## config.mk

```make
export PLATFORM = sky130hd
export DESIGN_NAME = cc_cond_unit
export DESIGN_NICKNAME = d
export VERILOG_FILES = /design/src/rtl/y86_pkg.sv /design/src/rtl/cond_eval.sv /design/src/rtl/cc_cond_unit.sv
export SDC_FILE = /design/constraint.sdc
export NUM_CORES = 1
export LEC_CHECK = 0
export CAP_MARGIN = 10
export CORE_UTILIZATION = 23
export DETAILED_ROUTE_END_ITERATION = 16
export PLACE_DENSITY = 0.83
export SLEW_MARGIN = 20
export SYNTH_ARGS = -nofsm -noshare
export SYNTH_HDL_FRONTEND = slang
export SYNTH_HIERARCHICAL = 1
export SYNTH_SLANG_ARGS = --single-unit
```

## constraint.sdc

```tcl
create_clock -name clk -period 2.8 [get_ports clk]
set_input_delay 0.42 -clock clk [delete_from_list [all_inputs] [get_ports clk]]
set_output_delay 0.42 -clock clk [all_outputs]
set_load 0.005 [all_outputs]
```

## src/rtl/y86_pkg.sv

```systemverilog
// y86_pkg: constants shared by the Y86 pipeline blocks.
//   - icode values that the execute stage decodes here
//   - ifun values that select a branch/cmov condition
//   - bit positions of ZF/SF/OF inside the 3-bit condition-code vector
package y86_pkg;

  localparam logic [3:0] I_CMOVXX = 4'h2;
  localparam logic [3:0] I_OPQ    = 4'h6;
  localparam logic [3:0] I_JXX    = 4'h7;

  localparam logic [3:0] C_YES = 4'd0;
  localparam logic [3:0] C_LE  = 4'd1;
  localparam logic [3:0] C_L   = 4'd2;
  localparam logic [3:0] C_E   = 4'd3;
  localparam logic [3:0] C_NE  = 4'd4;
  localparam logic [3:0] C_GE  = 4'd5;
  localparam logic [3:0] C_G   = 4'd6;

  localparam int ZF = 2;
  localparam int SF = 1;
  localparam int OF = 0;

  // True for the instructions whose behaviour depends on a condition.
  function automatic logic is_cond_icode(input logic [3:0] icode);
    return (icode == I_CMOVXX) || (icode == I_JXX);
  endfunction

endpackage

```

## src/rtl/cond_eval.sv

```systemverilog
// cond_eval: purely combinational Y86 condition evaluator.
// Ports:
//   cc   [2:0] in  : condition codes {ZF,SF,OF}
//   ifun [3:0] in  : condition selector
//   cond       out : condition result (0 for undefined selectors)
//   err        out : selector is outside the defined range 0..6
module cond_eval
  import y86_pkg::*;
(
  input  logic [2:0] cc,
  input  logic [3:0] ifun,
  output logic       cond,
  output logic       err
);

  logic zf, sf, of, lt;

  assign zf = cc[ZF];
  assign sf = cc[SF];
  assign of = cc[OF];
  // Signed "less than" after a compare: sign disagrees with overflow.
  assign lt = sf ^ of;

  always_comb begin
    cond = 1'b0;
    err  = 1'b0;
    case (ifun)
      C_YES:   cond = 1'b1;
      C_LE:    cond = lt | zf;
      C_L:     cond = lt;
      C_E:     cond = zf;
      C_NE:    cond = ~zf;
      C_GE:    cond = ~lt;
      C_G:     cond = ~lt & ~zf;
      default: err  = 1'b1;
    endcase
  end

endmodule

```

## src/rtl/cc_cond_unit.sv

```systemverilog
// cc_cond_unit: execute-stage condition-code register and branch/cmov
// condition evaluation for the pipelined Y86 core, with a registered
// result handed to the memory stage.
// Ports:
//   clk, reset            : clock, asynchronous active-high reset
//   e_valid/e_icode/e_ifun: instruction currently in execute
//   set_cc                : instruction updates the condition codes
//   alu_result/alu_overflow: ALU outputs used to form new codes
//   exc_block             : later-stage exception, blocks CC writes
//   stall, bubble         : pipeline control (stall has priority)
//   cc_out                : current {ZF,SF,OF}
//   m_cnd/m_cnd_valid     : M-stage condition result and its qualifier
//   cond_err              : M-stage flag for an undefined condition code
//   taken_cnt/nottaken_cnt: branch statistics (only with CC_COND_STATS_EN)
// Optional feature macro: CC_COND_STATS_EN.
module cc_cond_unit
  import y86_pkg::*;
#(
  parameter int         WIDTH    = 64,
  parameter logic [2:0] CC_RESET = 3'b100
) (
  input  logic             clk,
  input  logic             reset,
  input  logic             e_valid,
  input  logic [3:0]       e_icode,
  input  logic [3:0]       e_ifun,
  input  logic             set_cc,
  input  logic [WIDTH-1:0] alu_result,
  input  logic             alu_overflow,
  input  logic             exc_block,
  input  logic             stall,
  input  logic             bubble,
  output logic [2:0]       cc_out,
  output logic             m_cnd,
  output logic             m_cnd_valid,
  output logic             cond_err
`ifdef CC_COND_STATS_EN
  ,
  output logic [31:0]      taken_cnt,
  output logic [31:0]      nottaken_cnt
`endif
);

  logic [2:0] cc;
  logic [2:0] cc_next;
  logic       accept;
  logic       cc_we;
  logic       m_load;
  logic       cond;
  logic       err;

  assign accept = e_valid & ~stall;
  // A bubble still lets the instruction's CC update through; it only
  // squashes what is handed to the M stage.
  assign cc_we  = accept & set_cc & ~exc_block;
  assign m_load = accept & ~bubble & is_cond_icode(e_icode);

  always_comb begin
    cc_next     = 3'b000;
    cc_next[ZF] = (alu_result == '0);
    cc_next[SF] = alu_result[WIDTH-1];
    cc_next[OF] = alu_overflow;
  end

  // Evaluated on the stored codes, i.e. the values before this edge.
  cond_eval u_cond_eval (
    .cc   (cc),
    .ifun (e_ifun),
    .cond (cond),
    .err  (err)
  );

  always_ff @(posedge clk or posedge reset) begin
    if (reset) begin
      cc          <= CC_RESET;
      m_cnd       <= 1'b0;
      m_cnd_valid <= 1'b0;
      cond_err    <= 1'b0;
    end else begin
      if (cc_we) cc <= cc_next;
      if (!stall) begin
        m_cnd       <= m_load & cond;
        m_cnd_valid <= m_load;
        cond_err    <= m_load & err;
      end
    end
  end

  assign cc_out = cc;

`ifdef CC_COND_STATS_EN
  always_ff @(posedge clk or posedge reset) begin
    if (reset) begin
      taken_cnt    <= 32'd0;
      nottaken_cnt <= 32'd0;
    end else if (m_load) begin
      if (cond) taken_cnt    <= taken_cnt + 32'd1;
      else      nottaken_cnt <= nottaken_cnt + 32'd1;
    end
  end
`endif

endmodule

```

Yosys cells after proc, flatten, opt, wreduce, memory -nomap -nowiden
Index checks and enable logic that the tools add are counted.

storage, ports and cells
  input port bits = 80
  register bits = 6

cells by class
  reduce and logical (&&, ||, !) cells = 4
  equality and inequality tests = 8
  bitwise gates (word level) = 15
  muxes and demuxes = 2

operators with widths
  kind                count
  $logic_not 64->1    1
  $eq 4x3->1 const B  4
  $eq 4x2->1 const B  3
  $and 1x1->1         8
  $pmux 1 s7          1
  $reduce_or 7->1     1
  $not 1->1           5
  $eq 4x1->1 const B  1
  $logic_not 4->1     1
  $logic_or 1x1->1    1
  $mux 1              1
  $or 1x1->1          1
  $xor 1x1->1         1

Logic depth before layout (Yosys ltp)
  word-level depth = 5
  depth in mapped cells = 4
  mapped depth without buffers = 4

Modules after synthesis
The synthesis kept the hierarchy.

by module, submodules not included
  module        sequential area each (um2)  area each (um2)  cells each  times used
  cc_cond_unit  151.4                       415.4            40          1
  cond_eval     0.0                         90.1             11          1

Worst setup path before layout
OpenSTA, ideal clock, no wires.

  path kind = in2reg
  start = input alu_result[12]
  end = register cc[2] (netlist: cc_out[2])
  buffers on the path = 0
  library setup time = 75 ps
  arrival = 1377 ps
  stages on the path = 4
  path slack = 1348 ps
  cells stage by stage = nor4_2 -> nand4_1 -> or4_1 -> o22ai_2

on the way
  word-level cells in the longest chain between the ends = 1

RTL lines
  item                    RTL line            RTL
  start: declaration      cc_cond_unit.sv:28  input logic [WIDTH-1:0] alu_result,
  $logic_not 64->1        cc_cond_unit.sv:60  cc_next[ZF] = (alu_result == '0);
  end signal: assignment  cc_cond_unit.sv:80  if (cc_we) cc <= cc_next;
  end: declaration        cc_cond_unit.sv:44  logic [2:0] cc;

No other way between the ends.
A chain may end at the register's enable or synchronous reset.

Worst setup path after layout
  start = register cc[2] (netlist: cc_out[2])
  end = output cc_out[2]

RTL lines
  item              RTL line            RTL
  end: declaration  cc_cond_unit.sv:33  output logic [2:0] cc_out,

No word-level cell between the ends.

==> results.tsv <==
stage	metric	value	unit
logic_synthesis	YS warnings	6	
die	core area	2022	um^2
place	HPWL Detailed	2082	um
setup_path	crit-path max cell delay	0.56	ns
setup_path	worst-path cell chain	clkdlybuf4s50_1	
setup_path	CP max stage cell	dfstp_2	
die	Die Y-Extent	48.88	um
power_and_ir_drop	part of the power in registers	28.5	%
detailed_routing	number of antenna-violating nets in the routed design	0	
die	# rows	16	
timing	Fmax	0.5778	GHz
cells_and_area	layout cells sized above 1	7.857	%
setup_path	Crit path buffers/inverters	1	
logic_synthesis	Unique masters post-synth	22	
place	Placed Instances	163	
setup_path	Worst path top cell family by delay	flip-flops	
logic_synthesis	sequential area share after synthesis	29.95	%
grt	first-pass GRT wire length	3663	um
cells_and_area	Final Non-Filler Cells	167	
timing	Max-slew headroom	80.60	%
grt	largest net degree at the start of global routing	8	
job	max-cap violations	0	
cells_and_area	fin util	70.05	%
timing	final slew viol count	0	
detailed_routing	# DRC	0	
timing	unrepaired setup endpoints after global routing	no	
clock_tree	CTS clk-pin slew, worst paths	0.05	ns
timing	endpoints failing setup	0	
clock_tree	post_cts resized	0	
power_and_ir_drop	Pwr Density	255.3	nW/um^2
power_and_ir_drop	Internal	0.0002781	W
die	Initial Util	25.00	%
timing	Setup Skew	0.003352	ns
power_and_ir_drop	Peak VDD IR	0.0001397	V
clock_tree	hold-fix buffer count after cts	0	
clock_tree	Clock Tree Buf Depth	2	
place	Port Buffers	85	
grt	Congestion Overflow GR	0	
clock_tree	clock tree sinks	6	
detailed_routing	Total Routed Length	2277	um
timing	Period Utilization, post-route	61.81	%
setup_path	Req. time, crit path	2.38	ns
clock_tree	CTS tree	yes	
cells_and_area	final net count	221	
grt	vias in the first global route	930	
cells_and_area	# fillers	161	
timing	measured slew at the worst slew-check pin	0.2884	ns
setup_path	crit path kind	flip-flop to primary output	
power_and_ir_drop	clock power share	25.0	%
detailed_routing	via count	846	
logic_synthesis	Syn Std Cell Area	505.5	um^2
power_and_ir_drop	Pwr Total	0.0003617	W
power_and_ir_drop	Logic pwr share	46.5	%
grt	initial antenna violation count	0	
setup_path	CP endpoint kind	primary output	
die	Horiz. Die Dim	48.88	um
timing	setup_tns	0	ns
logic_synthesis	post-synthesis net count	131	
cells_and_area	commonest non-fill, non-tap cell in the layout	clkdlybuf4s50_1	
cells_and_area	number of diodes	0	
place	Placer Congestion	0.7540	
power_and_ir_drop	Sw Pwr	0.00008353	W
logic_synthesis	Gate Count Post-Synth	51	
worst_hold_path	Min-Delay Path Class	input pin to asynchronous set/reset pin	
timing	Final Hold Vio Count	0	
setup_path	CP Data Arrival Time	1.31	ns
status	outcome	completed	
setup_path	CP max FO	5	
die	IO Pins	86	
clock_tree	clk_lat worst skew	0.25	ns
power_and_ir_drop	sw frac	23.10	%
clock_tree	root buf cell	clkbuf_4	
grt	GRT Util Overall	20.09	%
die	die area	2389	um^2
logic_synthesis	synthesized area per cell	9.911	um^2
setup_path	startpoint types	flip-flop	
logic_synthesis	Synth Register Bits	6	
clock_tree	Setup Buffers After CTS	0	
clock_tree	H-tree depth	1	
detailed_routing	First-pass DRT Iterations	3	
detailed_routing	Vias/cell	5.066	
power_and_ir_drop	Lkg Pwr	0.5044	nW
timing	clock period minus worst slack	1.731	ns
detailed_routing	Initial DRC Count	2	
detailed_routing	DR WL/cell	13.63	um
cells_and_area	commonest non-fill, non-tap cells in the layout	85 x clkdlybuf4s50_1, 14 x nor4_1, 5 x dfrtp_1	
clock_tree	TritonCTS buffer count	3	
cells_and_area	area grow syn2layout	180.2	%
kinds of logic (layout without fill, tap and decap cells):
family | after synthesis | after routing | share of synthesized area (%)
AND/OR/NAND/NOR | 32 | 32 | 48.27
AO/OA/AOI/OAI | 7 | 7 | 12.38
flip-flops | 6 | 6 | 29.95
XOR/XNOR | 2 | 2 | 3.466
multiplexers | 2 | 2 | 4.455
buffers and inverters | 2 | 91 | 1.486
cell usage after synthesis:
| master | count | area, um^2 |
|---|---|---|
| nor4_1 | 14 | 87.58 |
| a2111o_1 | 1 | 11.26 |
| a21o_1 | 1 | 7.510 |
| o21ai_1 | 1 | 5.000 |
| xnor2_1 | 2 | 17.52 |
| nand2_1 | 1 | 3.750 |
| nor4b_1 | 2 | 17.52 |
| mux2_1 | 2 | 22.52 |
| inv_1 | 2 | 7.510 |
| and4bb_2 | 2 | 25.02 |
| a31o_1 | 1 | 8.760 |
| a22o_1 | 2 | 17.52 |
| nor4_2 | 4 | 50.05 |
| nand4_1 | 3 | 18.77 |
| o22ai_2 | 1 | 12.51 |
| dfrtp_1 | 5 | 125.1 |
| or4_1 | 1 | 7.510 |
| dfstp_2 | 1 | 26.28 |
| and3_1 | 1 | 6.260 |
| nor3_1 | 1 | 5.000 |
| nand3_1 | 2 | 10.01 |
| and4bb_1 | 1 | 12.51 |
power groups by stage:
stage	combinational, W	sequential (W)	clock [W]
CTS	0.000169	0.000103	0.0000932
floorplan	0.0000294	0.000104	0
global placement	0.000164	0.000104	0
detailed placement	0.000169	0.000105	0
finish	0.000168	0.000103	0.0000904
global route	0.000180	0.000105	0.0000991
metal layers:
metal / up-vias / part of all wire (%) / global-route usage, %
met5: - / 0 / 0
met4: 0 / 3.4 / 9.314
met3: 8 / 8.2 / 5.296
met2: 56 / 53 / 37.27
met1: 378 / 36 / 20.80
li1: 404 / - / -
final timing paths:
kind	start	end	slack, ns	cells past startpoint
setup / recovery	cc_out[2]$_DFFE_PP1P_	cc_out[2]	1.07	1
hold / removal	reset	m_cnd$_DFFE_PP0N_	0.40	2
hold reg to reg	m_cnd_valid$_DFFE_PP0N_	m_cnd_valid$_DFFE_PP0N_	0.50	1
max in group asynchronous	reset	cc_out[2]$_DFFE_PP1P_	2.14	2
min in group clk	m_cnd_valid$_DFFE_PP0N_	m_cnd_valid$_DFFE_PP0N_	0.50	1
setup reg to reg	cc_out[2]$_DFFE_PP1P_	m_cnd$_DFFE_PP0N_	1.57	4
sequential cells by signal, indices dropped and copies added (netlist names):
register     cells
m_cnd            1
m_cnd_valid      1
cond_err         1
cc_out           3
worst register-to-register path, stage by stage (launching register included):
cell and delay [ns]:
dfstp_2 0.56, nor4_1 0.06, nor3_1 0.21, nand3_1 0.11, a22o_1 0.18
stage by stage:
step / area, um^2 / hold WS, ns / setup WS [ns]
2_1_floorplan: 505.5 / 0.2102 / 1.348
3_3_place_gp: 1390 / 0.4704 / 0.8678
3_5_place_dp: 1390 / 0.4850 / 0.8254
4_1_cts: 1416 / 0.4071 / 1.062
5_1_grt: 1416 / 0.4310 / 1.041
6_report: 1416 / 0.3999 / 1.069
area by class of cell:
cell class,instances,area [um^2],share of cell area [%]
Sequential cell,6,151.4,10.69
Tap cell,27,33.78,2.385
Timing Repair Buffer,85,850.8,60.07
Clock buffer,4,26.28,1.855
Inverter,2,7.507,0.5300
Multi-Input combinational cell,43,346.6,24.47
No activity file was read; power rests on OpenSTA's default activity.
